[config.mk]
export PLATFORM = sky130hd
export DESIGN_NAME = nrs_rd_arbiter_flat
export DESIGN_NICKNAME = d
export VERILOG_FILES = /design/src/rtl/nrs_rd_arbiter_if.sv /design/src/rtl/nrs_rd_arbiter.sv /design/src/flat_wrapper.sv
export SDC_FILE = /design/constraint.sdc
export NUM_CORES = 1
export LEC_CHECK = 0
export BUFFER_PORTS_ARGS = -buffer_cell sky130_fd_sc_hd__clkbuf_2
export CAP_MARGIN = 20
export CORE_MARGIN = 10
export CORE_UTILIZATION = 40
export CTS_CLUSTER_SIZE = 20
export DETAILED_ROUTE_END_ITERATION = 7
export PLACE_DENSITY = 0.75
export SLEW_MARGIN = 20
export SYNTH_ARGS = -nofsm -noshare
export SYNTH_HDL_FRONTEND = slang
export SYNTH_SLANG_ARGS = --single-unit
[constraint.sdc]
create_clock -name clk -period 3.3 [get_ports clk]
set_clock_uncertainty 0.1 [all_clocks]
set_input_delay 0.99 -clock clk [delete_from_list [all_inputs] [get_ports clk]]
set_output_delay 0.99 -clock clk [all_outputs]
set_load 0.05 [all_outputs]
[src/rtl/nrs_rd_arbiter_if.sv]
// Bundle of requester, shared NRS memory read port and returned-data signals for nrs_rd_arbiter.
// master drives requests and memory read data; slave is the arbiter itself.
interface nrs_rd_arbiter_if #(
    parameter int NRS_ADDR = 4
);
    logic                req_est;
    logic                req_meas;
    logic [NRS_ADDR-1:0] rd_addr_est;
    logic [NRS_ADDR-1:0] rd_addr_meas;
    logic                last_est;
    logic                last_meas;
    logic                nrs_r_mem;
    logic                nrs_i_mem;
    logic                rd_en_nrs;
    logic [NRS_ADDR-1:0] rd_addr_nrs;
    logic                gnt_est;
    logic                gnt_meas;
    logic                nrs_r_est;
    logic                nrs_i_est;
    logic                vld_est;
    logic                nrs_r_meas;
    logic                nrs_i_meas;
    logic                vld_meas;

    modport master (
        output req_est, req_meas, rd_addr_est, rd_addr_meas, last_est, last_meas,
        output nrs_r_mem, nrs_i_mem,
        input  rd_en_nrs, rd_addr_nrs, gnt_est, gnt_meas,
        input  nrs_r_est, nrs_i_est, vld_est, nrs_r_meas, nrs_i_meas, vld_meas
    );

    modport slave (
        input  req_est, req_meas, rd_addr_est, rd_addr_meas, last_est, last_meas,
        input  nrs_r_mem, nrs_i_mem,
        output rd_en_nrs, rd_addr_nrs, gnt_est, gnt_meas,
        output nrs_r_est, nrs_i_est, vld_est, nrs_r_meas, nrs_i_meas, vld_meas
    );
endinterface

[src/rtl/nrs_rd_arbiter.sv]
// Arbitrates the shared NRS value memory read port between channel estimation and RSRP measurement.
// Define NRS_ARB_FIXED_PRIO_EN for fixed est-over-meas priority; default is round-robin.
module nrs_rd_arbiter #(
    parameter int NRS_ADDR = 4
) (
    input  logic               clk,
    input  logic               rst,
    nrs_rd_arbiter_if.slave    bus
);
    typedef enum logic [1:0] {IDLE, G_EST, G_MEAS} state_t;

    localparam logic SERVED_EST  = 1'b0;
    localparam logic SERVED_MEAS = 1'b1;

    state_t              state;
    state_t              state_next;
    logic                last_served;
    logic [4:0]          beat_cnt;
    logic                gnt_est;
    logic                gnt_meas;
    logic                beat_est;
    logic                beat_meas;
    logic                sixteenth_beat;
    logic                release_est;
    logic                release_meas;
    logic                est_wins;
    logic                grant_entry;
    logic                vld_est;
    logic                vld_meas;
    logic [NRS_ADDR-1:0] addr_mux;

    always_ff @(posedge clk) begin
        if (rst) begin
            state <= IDLE;
        end else begin
            state <= state_next;
        end
    end

    // Release ends a grant; the handover goes straight to the waiting requester without an idle bubble.
    always_comb begin
        state_next     = state;
        release_est    = 1'b0;
        release_meas   = 1'b0;
        sixteenth_beat = (beat_cnt == 5'd15);
`ifdef NRS_ARB_FIXED_PRIO_EN
        est_wins       = 1'b1;
`else
        est_wins       = (last_served == SERVED_MEAS);
`endif
        case (state)
            IDLE: begin
                if (bus.req_est && bus.req_meas) begin
                    state_next = est_wins ? G_EST : G_MEAS;
                end else if (bus.req_est) begin
                    state_next = G_EST;
                end else if (bus.req_meas) begin
                    state_next = G_MEAS;
                end
            end
            G_EST: begin
                release_est = !bus.req_est || (beat_est && (bus.last_est || sixteenth_beat));
                if (release_est) begin
`ifdef NRS_ARB_FIXED_PRIO_EN
                    state_next = (bus.req_meas && !bus.req_est) ? G_MEAS : IDLE;
`else
                    state_next = bus.req_meas ? G_MEAS : IDLE;
`endif
                end
            end
            G_MEAS: begin
                release_meas = !bus.req_meas || (beat_meas && (bus.last_meas || sixteenth_beat));
                if (release_meas) begin
                    state_next = bus.req_est ? G_EST : IDLE;
                end
            end
            default: state_next = IDLE;
        endcase
        grant_entry = (state_next != state) && (state_next != IDLE);
    end

    always_comb begin
        gnt_est   = (state == G_EST);
        gnt_meas  = (state == G_MEAS);
        beat_est  = gnt_est && bus.req_est;
        beat_meas = gnt_meas && bus.req_meas;
        addr_mux  = '0;
        if (gnt_est) begin
            addr_mux = bus.rd_addr_est;
        end else if (gnt_meas) begin
            addr_mux = bus.rd_addr_meas;
        end
        bus.gnt_est     = gnt_est;
        bus.gnt_meas    = gnt_meas;
        bus.rd_en_nrs   = (beat_est || beat_meas) && !rst;
        bus.rd_addr_nrs = addr_mux;
        bus.vld_est     = vld_est;
        bus.vld_meas    = vld_meas;
        bus.nrs_r_est   = vld_est  ? bus.nrs_r_mem : 1'b0;
        bus.nrs_i_est   = vld_est  ? bus.nrs_i_mem : 1'b0;
        bus.nrs_r_meas  = vld_meas ? bus.nrs_r_mem : 1'b0;
        bus.nrs_i_meas  = vld_meas ? bus.nrs_i_mem : 1'b0;
    end

    always_ff @(posedge clk) begin
        if (rst) begin
            last_served <= SERVED_MEAS;
        end else if (release_est) begin
            last_served <= SERVED_EST;
        end else if (release_meas) begin
            last_served <= SERVED_MEAS;
        end
    end

    // Holds the final count after a release to IDLE; cleared only when a grant is entered.
    always_ff @(posedge clk) begin
        if (rst) begin
            beat_cnt <= 5'd0;
        end else if (grant_entry) begin
            beat_cnt <= 5'd0;
        end else if (beat_est || beat_meas) begin
            beat_cnt <= beat_cnt + 5'd1;
        end
    end

    always_ff @(posedge clk) begin
        if (rst) begin
            vld_est  <= 1'b0;
            vld_meas <= 1'b0;
        end else begin
            vld_est  <= beat_est;
            vld_meas <= beat_meas;
        end
    end
endmodule
[src/flat_wrapper.sv]
// flat-port wrapper written by rule: the top's interface ports become plain ports
module nrs_rd_arbiter_flat 
#(
    parameter int NRS_ADDR = 4
)
  (clk, rst, bus_req_est, bus_req_meas, bus_rd_addr_est, bus_rd_addr_meas, bus_last_est, bus_last_meas, bus_nrs_r_mem, bus_nrs_i_mem, bus_rd_en_nrs, bus_rd_addr_nrs, bus_gnt_est, bus_gnt_meas, bus_nrs_r_est, bus_nrs_i_est, bus_vld_est, bus_nrs_r_meas, bus_nrs_i_meas, bus_vld_meas);
  nrs_rd_arbiter_if #(.NRS_ADDR(NRS_ADDR)) bus_i ();
  input  logic clk;
  input  logic rst;
  input wire logic [$bits(bus_i.req_est)-1:0] bus_req_est;
  input wire logic [$bits(bus_i.req_meas)-1:0] bus_req_meas;
  input wire logic [$bits(bus_i.rd_addr_est)-1:0] bus_rd_addr_est;
  input wire logic [$bits(bus_i.rd_addr_meas)-1:0] bus_rd_addr_meas;
  input wire logic [$bits(bus_i.last_est)-1:0] bus_last_est;
  input wire logic [$bits(bus_i.last_meas)-1:0] bus_last_meas;
  input wire logic [$bits(bus_i.nrs_r_mem)-1:0] bus_nrs_r_mem;
  input wire logic [$bits(bus_i.nrs_i_mem)-1:0] bus_nrs_i_mem;
  output wire logic [$bits(bus_i.rd_en_nrs)-1:0] bus_rd_en_nrs;
  output wire logic [$bits(bus_i.rd_addr_nrs)-1:0] bus_rd_addr_nrs;
  output wire logic [$bits(bus_i.gnt_est)-1:0] bus_gnt_est;
  output wire logic [$bits(bus_i.gnt_meas)-1:0] bus_gnt_meas;
  output wire logic [$bits(bus_i.nrs_r_est)-1:0] bus_nrs_r_est;
  output wire logic [$bits(bus_i.nrs_i_est)-1:0] bus_nrs_i_est;
  output wire logic [$bits(bus_i.vld_est)-1:0] bus_vld_est;
  output wire logic [$bits(bus_i.nrs_r_meas)-1:0] bus_nrs_r_meas;
  output wire logic [$bits(bus_i.nrs_i_meas)-1:0] bus_nrs_i_meas;
  output wire logic [$bits(bus_i.vld_meas)-1:0] bus_vld_meas;
  assign bus_i.req_est = bus_req_est;
  assign bus_i.req_meas = bus_req_meas;
  assign bus_i.rd_addr_est = bus_rd_addr_est;
  assign bus_i.rd_addr_meas = bus_rd_addr_meas;
  assign bus_i.last_est = bus_last_est;
  assign bus_i.last_meas = bus_last_meas;
  assign bus_i.nrs_r_mem = bus_nrs_r_mem;
  assign bus_i.nrs_i_mem = bus_nrs_i_mem;
  assign bus_rd_en_nrs = bus_i.rd_en_nrs;
  assign bus_rd_addr_nrs = bus_i.rd_addr_nrs;
  assign bus_gnt_est = bus_i.gnt_est;
  assign bus_gnt_meas = bus_i.gnt_meas;
  assign bus_nrs_r_est = bus_i.nrs_r_est;
  assign bus_nrs_i_est = bus_i.nrs_i_est;
  assign bus_vld_est = bus_i.vld_est;
  assign bus_nrs_r_meas = bus_i.nrs_r_meas;
  assign bus_nrs_i_meas = bus_i.nrs_i_meas;
  assign bus_vld_meas = bus_i.vld_meas;
  nrs_rd_arbiter #(.NRS_ADDR(NRS_ADDR)) u_core (.clk(clk), .rst(rst), .bus(bus_i));
endmodule
---- Yosys cells after proc, flatten, opt, wreduce, memory -nomap -nowiden ----
Index checks and enable logic that the tools add are counted.
cells by class
  equality and inequality tests ........... 4
  multiplexer cells ....................... 19
  reductions and logical operators ........ 19
  divide/modulo/power cells ............... 0
  $lt $le $gt $ge ......................... 0
  shift-type cells ........................ 0
  multipliers ............................. 0
  $add $sub $neg .......................... 1
  bitwise logic cells ..................... 0
operators by type and width
  kind                   count
  $mux W2                7
  $mux W1                9
  $mux W4                2
  $logic_and A1 B1 Y1    7
  $pmux W2 S3            1
  $add A5 B1 Y5 const B  1
  $eq A5 B4 Y1 const B   1
  $logic_or A1 B1 Y1     5
  $reduce_bool A2 Y1     2
  $logic_not A1 Y1       3
  $eq A2 B1 Y1 const B   1
  $eq A2 B2 Y1 const B   1
  $logic_not A2 Y1       1
  $ne A2 B2 Y1           1
  $reduce_or A2 Y1       1
word-level totals
  memories ................................ 0
  memory bits (read-only) ................. 0
  input port bits ......................... 16
  word-level logic and storage cells ...... 48
  bits in latches ......................... 0
  bits in registers ....................... 10
  memory bits (writable) .................. 0
  output and inout bits ................... 13

---- Depth between registers and ports, before layout ----
Gate-level depths: netlist of run 1.
  depth in word-level cells ............... 9
  gate-level depth with buffers ........... 7
  depth with buffers taken out ............ 7

---- Worst setup path after synthesis of run 1 ----
No wires, ideal clock.
  path type ............................... input -> output
  from .................................... input bus_req_est
  to ...................................... output bus_rd_en_nrs
  stages on the path ...................... 3
  data arrival time ....................... 1.639 ns
  path slack .............................. 0.571 ns
  path through ............................ inv_1 -> nor3b_1 -> or2_1
on the way
  cells in the longest elaborated chain, start to end .. 3
RTL lines
  what                 line                  RTL
  from (decl)          flat_wrapper.sv:10    input wire logic [$bits(bus_i.req_est)-1:0] bus_req_est;
  $logic_and A1 B1 Y1  nrs_rd_arbiter.sv:85  beat_est = gnt_est && bus.req_est;
  $logic_or A1 B1 Y1   nrs_rd_arbiter.sv:95  bus.rd_en_nrs = (beat_est || beat_meas) && !rst;
  $logic_and A1 B1 Y1  nrs_rd_arbiter.sv:95
  to (decl)            flat_wrapper.sv:18    output wire logic [$bits(bus_i.rd_en_nrs)-1:0] bus_rd_en_nrs;
No other way between the ends.

---- Final worst setup path of run 1 ----
Same ends and word-level chain as after synthesis.

==> results.toml, run 1 <==
[synthesis]
synth_top_family_by_area = "simple AND/OR/NAND/NOR gates"
yosysUniqueCellTypes = 30
synth_ff_type = "dfxtp_1"
syn_inst = 69
synthArstFlopShare_pct = 0
synth-xor-area-share_pct = 4.41
ys_warn_count = 0
synth_mux_area_share_pct = 1.68
yosysMostFrequentCell = "nor2_1"
ys_top_cells_by_count = "11 x nor2_1, 10 x dfxtp_1"
syn_nets = 87
synth_area_leader_cell = "dfxtp_1"
ys_seq_area_share_pct = 33.6
ys_top_cells_by_area = "dfxtp_1 34%, nor2_1 6.9%, a22o_1 5.9%, xnor2_1 4.4%, and2_1 4.2%"
ys_ff_latch = 10
avgSynthCellArea_sq_um = 8.63
synth-edff-count = 0
syn_area_sq_um = 596
synthAdderAreaFrac_pct = 4.20
yosys.area_share.simple_pct = 26.9
yosysTopAreaCellShare_pct = 33.6
synth_compound_area_share_pct = 23.9

[floorplan]
core_sq_um = 1350
die_area_sq_um = 3430
row_count = 13
start_util_pct = 44.1
die_h_um = 58.6
io_pins = 29
die_w_um = 58.6

[routing]
ant_nets = 0
vias = 594
drc = 0
drt-wirelength-per-cell_um = 13.2
wirelength_um = 1510
drt_pass1_iterations = 4
drt_iter0_markers = 9
via_per_inst = 5.17

[sta]
fmax_mhz = 341
finalSetupTns_ps = 0
period_minus_slack_ps = 2930
finalSetupViolCount = 0
worst_pin_slew_ps = 470
fin_ws_ps = 368
slew_violations = 0
maxSlewHeadroom_pct = 68.6
rsz0062_at_grt = "false"
timing.final.hold_violations = 0
fin_crit_sh_pct = 88.9

[clock_network]
htreeDepth = 1
cts_made_buffers = 3
cts_tree = "yes"
clock-sinks = 10
cts_resized = 0
post_cts_buffers = 0
cts_max_path_buffers = 2
cts_hold_repair.buffers = 0
cts_root_buf = "clkbuf_4"
clk_pin_slew_ps = 70
worstSkewPairLatency_ps = 260

[pwr]
p_leak_nw = 0.382
ir_worst_vdd_mv = 0.235
p_per_area_nw_per_um2 = 431

[grt]
grt_usage_pct = 8.67
grt_pass1_vias = 573
gr-total-overflow = 0
grt_pass1_wl_um = 2420
antenna_found_initial = 0
grt_max_degree = 11

[place]
hpwl_um = 1330
pre_cts_slack_ps = 354
io_buffers = 28
routabilityCongestion = 0.819

[setup_path]
cp.required_ps = 2210
critPathMaxFanout = 6
worst_setup_path_start_kind = "input pin"
crit_arrival_ps = 1840
endpoint_kind = "output pin"
path_class = "in2out"

[final_layout]
num-nets-final = 119
drive_gt1_share_pct = 36.0
fill_cells = 130
area_delta_synth_final_pct = 31.3
diodes = 0

[outcome]
status = "complete, no violations"

[run]
max_cap_violations = 0

[hold_path]
hp-class = "reg2reg"
==> kinds of logic after synthesis <==
logic type,after synthesis
mux,1
fa+ha+maj,2
simple gates,29
xor+xnor,3
buf+inv,6
flops,10
compound gates,18
==> registers in the layout, indices dropped and copies added, names as in the netlist <==
name	count
u_core.beat_cnt	5
u_core.state	2
u_core.bus.vld_est	1
u_core.bus.vld_meas	1
u_core.est_wins	1
==> critical path, cell delays in order <==
cell and delay, ps:
clkbuf_2 130, inv_1 80, nor3b_1 240, or2_1 130, clkbuf_2 270
==> report_power, final <==
part | internal, W | switching (W)
clock network | 0.0000670 | 0.0000427
registers | 0.000126 | 0.00000671
logic | 0.0000338 | 0.0000609
total | 0.000227 | 0.000110
==> layer usage <==
| layer | vias up | part of all wire (%) | GRT usage (%) |
|---|---|---|---|
| li1 | 302 | - | - |
| met1 | 270 | 39 | 8.61 |
| met2 | 20 | 48 | 14.9 |
| met3 | 2 | 11 | 4.94 |
| met4 | 0 | 1.3 | 2.95 |
| met5 | - | 0 | 0 |
==> final cells by class <==
cell class / count / area [sq um] / area share, %
clock buffer: 4 / 36.3 / 4.64
inverter: 4 / 15.0 / 1.92
multi-input combinational: 53 / 364 / 46.6
sequential: 10 / 200 / 25.6
tap: 15 / 18.8 / 2.40
timing repair buffer: 29 / 148 / 18.9
==> stage by stage <==
stage	instance area (sq um)	hold slack, ps	util [%]	std cells	power, W
5_1_grt	782	467	57.9	115	0.000356
3_5_place_dp	746	411	55.2	111	0.000231
4_1_cts	782	431	57.9	115	0.000341
2_1_floorplan	596	377	-	69	0.000205
3_3_place_gp	746	398	55.2	111	0.000229
6_report	782	420	57.9	115	0.000337
==> cells in the final DEF, fill, tap and decap left out, types with 2 or more instances in the layout <==
cell type / synthesis / layout
clkbuf_4: 0 / 3
and2_1: 4 / 4
inv_1: 4 / 4
clkbuf_2: 0 / 28
nor2_1: 11 / 11
nand2b_1: 2 / 2
xnor2_1: 3 / 3
a21oi_1: 4 / 4
a22o_1: 4 / 4
nor2b_1: 2 / 2
a21boi_0: 2 / 2
nand3_1: 2 / 2
dfxtp_1: 10 / 10
ha_1: 2 / 2
nand3b_1: 2 / 2
==> worst paths after layout <==
check                           from            endpoint  slack (ps)  depth (start not counted)
setup / recovery         bus_req_est       bus_rd_en_nrs         370                          5
hold / removal    u_core.beat_cnt[3]  u_core.beat_cnt[3]         420                          2
setup reg to reg  u_core.beat_cnt[0]  u_core.beat_cnt[4]        1250                          7
hold reg to reg   u_core.beat_cnt[3]  u_core.beat_cnt[3]         420                          2
Note: power is estimated with default switching activity, not from simulation.
==> run 2, diff against run 1 <==
- CORE_UTILIZATION: 40 -> 43
- PLACE_DENSITY: 0.75 -> 0.79
- clock period: 3.3 -> 3.15 ns (I/O delays scaled with it)
==> run 2 against run 1 <==
Compared with the run above: sequential cell count unchanged; routed wire length is 0.66% higher; highest routed layer is now met3; first-iteration DRC count up 11%; setup slack worse by 34 ps; clock-buffer cell count down 1; critical path type unchanged; combinational power up 5.2%; final area fell by 1.8%.
==> results.toml, run 2 (synthesis results as in run 1) <==
[outcome]
status = "complete, no violations"

[routing]
drt_iter0_markers = 10
wirelength_um = 1520
vias = 585
via_per_inst = 5.13
drt-wirelength-per-cell_um = 13.4
drc = 0
ant_nets = 0
drt_pass1_iterations = 4

[setup_path]
path_delay_family = "buffers and inverters"
cpMaxStageDelayCell = "clkbuf_2"
path_cells = "clkbuf_2, inv_1, nor3b_1, or2_1, clkbuf_2"
path_class = "in2out"
critPathBufInv = 3
crit_path_frequent_cell = "clkbuf_2"
worst_setup_path_start_kind = "input pin"
endpoint_kind = "output pin"
max_stage_delay_ps = 270
cp.required_ps = 2100
crit_arrival_ps = 1770
critPathMaxFanout = 6

[pwr]
p_per_area_nw_per_um2 = 419
ir_worst_vdd_mv = 0.281
p_leak_nw = 0.375
total_power_w = 0.000322

[grt]
grt_pass1_wl_um = 2550
grt_max_degree = 11
antenna_found_initial = 0
grt_usage_pct = 9.42
gr-total-overflow = 0
grt_pass1_vias = 591

[clock_network]
cts_root_buf = "clkbuf_4"
clk_pin_slew_ps = 60
cts_tree = "yes"
cts_resized = 0
cts_max_path_buffers = 2
cts_made_buffers = 3
clock-sinks = 10
cts_hold_repair.buffers = 0
post_cts_buffers = 0
htreeDepth = 1
worstSkewPairLatency_ps = 260

[hold_path]
hp-class = "reg2reg"

[final_layout]
layout_commonest_cell = "clkbuf_2"
largest_register_ffs = 5
reg_top3 = "u_core.beat_cnt x5, u_core.state x2"
final_cell_mix = "28 x clkbuf_2, 11 x nor2_1, 10 x dfxtp_1"
area_delta_synth_final_pct = 29.0
fill_cells = 122
diodes = 0
final_util_pct = 59.0
top_register = "u_core.beat_cnt"
post-route-cell-area_sq_um = 768
drive_gt1_share_pct = 35.4
num-nets-final = 119

[floorplan]
row_count = 13
die_h_um = 57.2
die_w_um = 57.2
die_area_sq_um = 3270
core_sq_um = 1300
start_util_pct = 45.8
io_pins = 29

[place]
routabilityCongestion = 0.751
place_area_sq_um = 746
io_buffers = 28

[sta]
worst_pin_slew_ps = 455
timing.final.hold_violations = 0
fin_crit_sh_pct = 89.4
rsz0062_at_grt = "false"
period_minus_slack_ps = 2820
slew_violations = 0
fmax_mhz = 355
maxSlewHeadroom_pct = 69.6
finalSetupViolCount = 0
finalSetupTns_ps = 0

[run]
max_cap_violations = 0
==> run 2: cell types whose count changed in the layout (fill, tap and decap cells not counted) <==
cell,delta
clkbuf_8,-1
==> run 2: layout make-up <==
type                    instances  area, sq um  share of cell area, %
flip-flops and latches         10          200                   26.1
well taps                      15         18.8                   2.44
clock buffers                   3         22.5                   2.93
inverters                       4         15.0                   1.95
repair buffers                 29          148                   19.2
multi-input cells              53          364                   47.4
==> run 2: worst reg2reg max path, stage by stage (launching register included) <==
cell and delay, ps:
dfxtp_1 330, ha_1 200, and3_1 180, ha_1 230
nor3b_2 180, o21ai_1 110, a2111o_1 500, a211oi_2 160
==> run 2: routing by layer <==
layer  vias up  track usage (%)  part of all wire [%]
li1        303                -                     -
met1       265             9.96                    40
met2        17             15.0                    50
met3         0             5.31                    11
met4         0             4.03                     0
met5         -                0                     0
==> run 2: final timing paths <==
path / startpoint / end / slack [ps] / depth (start not counted)
worst max-delay path: bus_req_est / bus_rd_en_nrs / 330 / 5
worst min-delay path: u_core.beat_cnt[3] / u_core.beat_cnt[3] / 410 / 2
worst max register to register: u_core.beat_cnt[0] / u_core.beat_cnt[4] / 1090 / 7
worst min register to register: u_core.beat_cnt[3] / u_core.beat_cnt[3] / 410 / 2
==> run 2: stage by stage <==
step                      cells  setup WS (ps)  hold slack, ps
after CTS                   114            322             417
final                       114            334             414
after global routing        114            194             457
after floorplan              69            511             377
after detailed placement    111            324             399
after global placement      111            335             403
==> run 2: power by group <==
part | leakage, nW | switching, W | total [W] | internal [W]
Sequential | 0.0813 | 0.00000703 | 0.000139 | 0.000132
Clock | 0.0138 | 0.0000396 | 0.0000835 | 0.0000439
Combinational | 0.280 | 0.0000642 | 0.0000996 | 0.0000354
